--- config.mk ---
export PLATFORM = sky130hd
export DESIGN_NAME = uart_cfg_ctrl
export DESIGN_NICKNAME = d
export VERILOG_FILES = /design/src/rtl/uart_cfg_ctrl.sv
export SDC_FILE = /design/constraint.sdc
export NUM_CORES = 1
export LEC_CHECK = 0
export CAP_MARGIN = 40
export CORE_MARGIN = 2
export CORE_UTILIZATION = 30
export CTS_BUF_LIST = sky130_fd_sc_hd__clkbuf_8
export CTS_CLUSTER_DIAMETER = 80
export CTS_CLUSTER_SIZE = 20
export DETAILED_ROUTE_END_ITERATION = 7
export SYNTH_ARGS = -nofsm -noshare
export SYNTH_HDL_FRONTEND = slang
export SYNTH_SLANG_ARGS = --single-unit
--- constraint.sdc ---
create_clock -name SER_CLK -period 16.2 [get_ports SER_CLK]
set_clock_uncertainty 0.2 [all_clocks]
set_input_delay 3.24 -clock SER_CLK [delete_from_list [all_inputs] [get_ports SER_CLK]]
set_output_delay 3.24 -clock SER_CLK [all_outputs]
set_load 0.02 [all_outputs]
--- src/rtl/uart_cfg_ctrl.sv ---
// Command-frame controller: delimits 7-byte frames (SYNC, ADDR, D3..D0, CHK) from
// the uart_rx byte stream and commits validated payloads into the DDS control registers.
module uart_cfg_ctrl #(
  parameter int          F_CLK        = 12_000_000,
  parameter int          UART_BAUD    = 9600,
  parameter int          TIMEOUT_CLKS = (F_CLK / UART_BAUD) * 20,
  parameter logic [7:0]  SYNC_BYTE    = 8'hA5
) (
  input  logic        SER_CLK,
  input  logic        RST,
  input  logic        RX_DV,
  input  logic [7:0]  RX_BYTE,
  output logic [31:0] FREQ_WORD,
  output logic [15:0] PHASE_WORD,
  output logic [7:0]  AMPLITUDE,
  output logic        OUT_EN,
  output logic        CFG_UPDATE,
  output logic        FRAME_ERR,
  output logic [7:0]  ERR_COUNT
);

  typedef enum logic [2:0] {
    ST_HUNT, ST_ADDR, ST_DATA, ST_CHECK, ST_COMMIT
  } state_t;

  localparam logic [31:0] GAP_LIM = 32'(TIMEOUT_CLKS - 1);

  state_t      state, state_n;
  logic [31:0] gap;
  logic [31:0] payload;
  logic [7:0]  addr;
  logic [7:0]  chk;
  logic [1:0]  idx;
  logic        match;
  logic        tmo_q;

  logic gap_run, tmo, commit_ok, commit_err, err_evt;

  always_ff @(posedge SER_CLK or posedge RST) begin
    if (RST) state <= ST_HUNT;
    else     state <= state_n;
  end

  always_comb begin
    state_n    = state;
    commit_ok  = 1'b0;
    commit_err = 1'b0;
    gap_run    = (state == ST_ADDR) || (state == ST_DATA) || (state == ST_CHECK);
    // A byte landing on the limit cycle wins over the timeout
    tmo        = gap_run && !RX_DV && (gap == GAP_LIM);
    case (state)
      ST_HUNT:   if (RX_DV && RX_BYTE == SYNC_BYTE) state_n = ST_ADDR;
      ST_ADDR:   if (RX_DV) state_n = ST_DATA;
      ST_DATA:   if (RX_DV && idx == 2'd3) state_n = ST_CHECK;
      ST_CHECK:  if (RX_DV) state_n = ST_COMMIT;
      ST_COMMIT: begin
        state_n = ST_HUNT;
        if (match && addr <= 8'h03) commit_ok  = 1'b1;
        else                        commit_err = 1'b1;
      end
      default:   state_n = ST_HUNT;
    endcase
    if (tmo) state_n = ST_HUNT;
  end

  // Timeout error is reported one cycle after the abort to HUNT
  assign err_evt = commit_err || tmo_q;

  always_ff @(posedge SER_CLK or posedge RST) begin
    if (RST) begin
      gap        <= '0;
      payload    <= '0;
      addr       <= '0;
      chk        <= '0;
      idx        <= '0;
      match      <= 1'b0;
      tmo_q      <= 1'b0;
      FREQ_WORD  <= '0;
      PHASE_WORD <= '0;
      AMPLITUDE  <= '0;
      OUT_EN     <= 1'b0;
      CFG_UPDATE <= 1'b0;
      FRAME_ERR  <= 1'b0;
      ERR_COUNT  <= '0;
    end else begin
      if (!gap_run || RX_DV || tmo) gap <= '0;
      else                          gap <= gap + 32'd1;

      tmo_q <= tmo;

      if (RX_DV) begin
        case (state)
          ST_ADDR: begin
            addr <= RX_BYTE;
            chk  <= RX_BYTE;
            idx  <= '0;
          end
          ST_DATA: begin
            payload <= {payload[23:0], RX_BYTE};
            chk     <= chk ^ RX_BYTE;
            idx     <= idx + 2'd1;
          end
          ST_CHECK: match <= (RX_BYTE == chk);
          default: ;
        endcase
      end

      if (commit_ok) begin
        case (addr[1:0])
          2'd0: FREQ_WORD  <= payload;
          2'd1: PHASE_WORD <= payload[15:0];
          2'd2: AMPLITUDE  <= payload[7:0];
          2'd3: OUT_EN     <= payload[0];
          default: ;
        endcase
      end

      CFG_UPDATE <= commit_ok;
      FRAME_ERR  <= err_evt;
      if (err_evt && ERR_COUNT != 8'hFF) ERR_COUNT <= ERR_COUNT + 8'd1;
    end
  end

endmodule

==> metrics.yaml <==
flow_run:
  drv_cap: 0
clock_tree:
  clk_pin_slew_ns: 0.08
  clock_latency_ns: 0.47
  post_cts_buffers: 0
  clock_sinks: 154
  cts_tree: "yes"
  numCtsBuffers: 17
  cts-root-buf: "clkbuf_8"
  hold_buffers: 0
  cts_buffer_depth: 2
  htreeDepth: 4
  cts_resized: 0
die:
  dieArea_sq_um: 23280
  start_util_pct: 30.45
  die_y_microns: 152.6
  rows: 54
  core_sq_um: 21760
  die_w_microns: 152.6
  io_pins: 78
sta:
  setup_viol: 0
  final.setup.tns_ns: 0
  hold_viol_final: 0
  max_freq_mhz: 182.7
  finalCritPeriodShare_pct: 33.79
  finalMaxSlewViolations: 0
  rsz0062_at_grt: "no"
  fin_crit_ns: 5.475
  worst_slew_pin_slew_ns: 0.7720
  slew_headroom_pct: 48.53
setup_path:
  slowest_stage: "clkdlybuf4s50_1"
  worst-r2r-cell-count: 7
  crit_path_max_incr_delay_ns: 0.93
  critPathKind: "in -> reg"
  critical-path-top-delay-family: "buffers and inverters"
  cp.buffers_inverters: 2
  cp_max_fo: 20
  worst_setup_path_start_kind: "primary input"
  crit_arrival_ns: 5.62
  crit_path_end_kind: "register"
  required_ns: 16.34
  cp_num_cells: 7
  crit_chain: "clkdlybuf4s50_1, nand2b_1, a21oi_1, a211oi_1, o21ai_2, buf_8, mux2_2"
detailed_routing:
  vias: 4468
  top_layer_used: "met4"
  dr.pass1.iters: 4
  drc: 0
  drtIter0Drc: 256
  wl_met3_microns: 477
  drt-total-wl_mm: 13.40
  wl_per_cell_microns: 14.08
  m1WireLength_mm: 6.702
  drtAntennaViolNets: 0
  wl_met2_mm: 6.113
  viasPerCell: 4.693
synth:
  postSynthAreaPerCell_sq_um: 11.46
  syn_nets: 592
  synth_ff_type: "dfrtp_1"
  ys_seq_elements: 154
  ys_types: 51
  yosysSeqAreaShare_pct: 58.18
  yosysWarnings: 0
  async_flop_share_pct: 100.0
  syn_inst: 578
  synth_edf_count: 0
  synth_area_sq_um: 6624
global_route:
  antenna_found_initial: 0
  grt_pass1_wl_mm: 22.86
  grt_overflow: 0
  grt_max_degree: 91
  grt_usage_pct: 12.10
  grt_pass1_vias: 4289
outcome:
  status: "finished, final reports clean"
finish:
  final_net_count: 673
  drive_gt1_share_pct: 17.56
  area.growth.synth_to_final_pct: 22.88
  fill_cells: 2083
  mostFrequentLayoutCell: "dfrtp_1"
  n_antenna_cell: 0
  final_cell_mix: "154 x dfrtp_1, 126 x nand2_1, 77 x clkdlybuf4s50_1"
pwr:
  vdd_drop_max_uv: 42.87
  finalPower_mw: 0.9292
  leakage_nw: 3.741
  p_per_area_nw_per_um2: 114.2
placed_design:
  port_buffers: 77
  place_hpwl_mm: 9.145
  place.gp.congestion: 0.7234
worst_hold_path:
  hold_class: "reg -> reg"
  hold_depth: 1
sequential cells by signal, indices dropped and copies added (netlist names):
| register | cells |
|---|---|
| FREQ_WORD | 32 |
| gap | 32 |
| payload | 32 |
| PHASE_WORD | 16 |
| AMPLITUDE | 8 |
| ERR_COUNT | 8 |
| addr | 8 |
| chk | 8 |
| state | 3 |
| idx | 2 |
| CFG_UPDATE | 1 |
| FRAME_ERR | 1 |
| OUT_EN | 1 |
| match | 1 |
| tmo_q | 1 |
cell families (layout without fill, tap and decap cells):
logic type | count (synthesis) | in the layout | synth area share, %
AO/OA/AOI/OAI | 35 | 35 | 4.005
XOR/XNOR | 42 | 42 | 5.554
adder cells (fa/ha/maj) | 3 | 3 | 0.5667
buffers and inverters | 29 | 123 | 2.267
flip-flops | 154 | 154 | 58.18
multiplexers | 66 | 66 | 11.22
AND/OR/NAND/NOR | 249 | 249 | 18.21
Yosys cell counts (2+ instances only):
cell type,n,area [sq um]
nor4_4,2,42.54
ha_1,3,37.54
and4_1,4,35.03
and2_1,2,12.51
buf_2,6,30.03
xnor2_1,15,131.4
inv_1,7,26.28
a21oi_1,5,25.02
nand2_1,126,473.0
a32o_1,8,80.08
nand4_1,11,68.82
or3_1,4,25.02
and3_1,7,43.79
and4bb_2,2,25.02
o21ai_0,5,25.02
nor4_1,8,50.05
nor2_4,2,22.52
buf_6,3,33.78
mux2_2,65,732.0
nor3_1,4,20.02
nor2_1,44,165.2
dfrtp_1,154,3854
a22oi_1,8,60.06
nor4bb_1,2,20.02
nand3b_1,2,15.01
clkbuf_1,12,45.04
nand3_1,17,85.08
xor2_1,27,236.5
where the power goes:
group | switching (mW) | leakage, nW | internal (mW) | total, mW
Combinational | 0.0796 | 1.45 | 0.0620 | 0.142
Sequential | 0.0520 | 2.08 | 0.433 | 0.485
Clock | 0.159 | 0.210 | 0.143 | 0.302
final timing paths:
path / start / to / slack, ns
max: RX_DV / addr[0] / 10.73
min: tmo_q / FRAME_ERR / 0.26
max reg2reg: state[1] / chk[7] / 13.39
min reg2reg: tmo_q / FRAME_ERR / 0.26
max in group asynchronous: RST / AMPLITUDE[2] / 11.60
min in group asynchronous: RST / FREQ_WORD[29] / 2.82
cell type report:
class | instances | area (sq um) | share of cell area [%]
Sequential cell | 154 | 3854 | 47.35
Clock buffer | 17 | 234.0 | 2.875
Multi-Input combinational cell | 395 | 2620 | 32.19
Timing Repair Buffer | 84 | 870.8 | 10.70
Tap cell | 280 | 350.3 | 4.304
Inverter | 7 | 31.28 | 0.3843
Clock inverter | 15 | 178.9 | 2.198
stage by stage:
stage / instances / setup slack, ns / hold slack [ns] / cell area (sq um) / utilization, %
after floorplan: 578 / 8.610 / 0.2402 / 6624 / -
after global placement: 917 / 10.00 / 0.2496 / 7656 / 35.19
after detailed placement: 920 / 10.27 / 0.2491 / 7726 / 35.51
after CTS: 952 / 10.77 / 0.2666 / 8139 / 37.41
after global routing: 952 / 10.58 / 0.2986 / 8139 / 37.41
final: 952 / 10.73 / 0.2645 / 8139 / 37.41
routing by layer:
| metal | track usage, % | vias to the layer above |
|---|---|---|
| li1 | - | 2160 |
| met1 | 17.25 | 2213 |
| met2 | 17.96 | 85 |
| met3 | 3.441 | 10 |
| met4 | 3.571 | 0 |
| met5 | 0 | - |
Power figures use the tool's default switching activity.
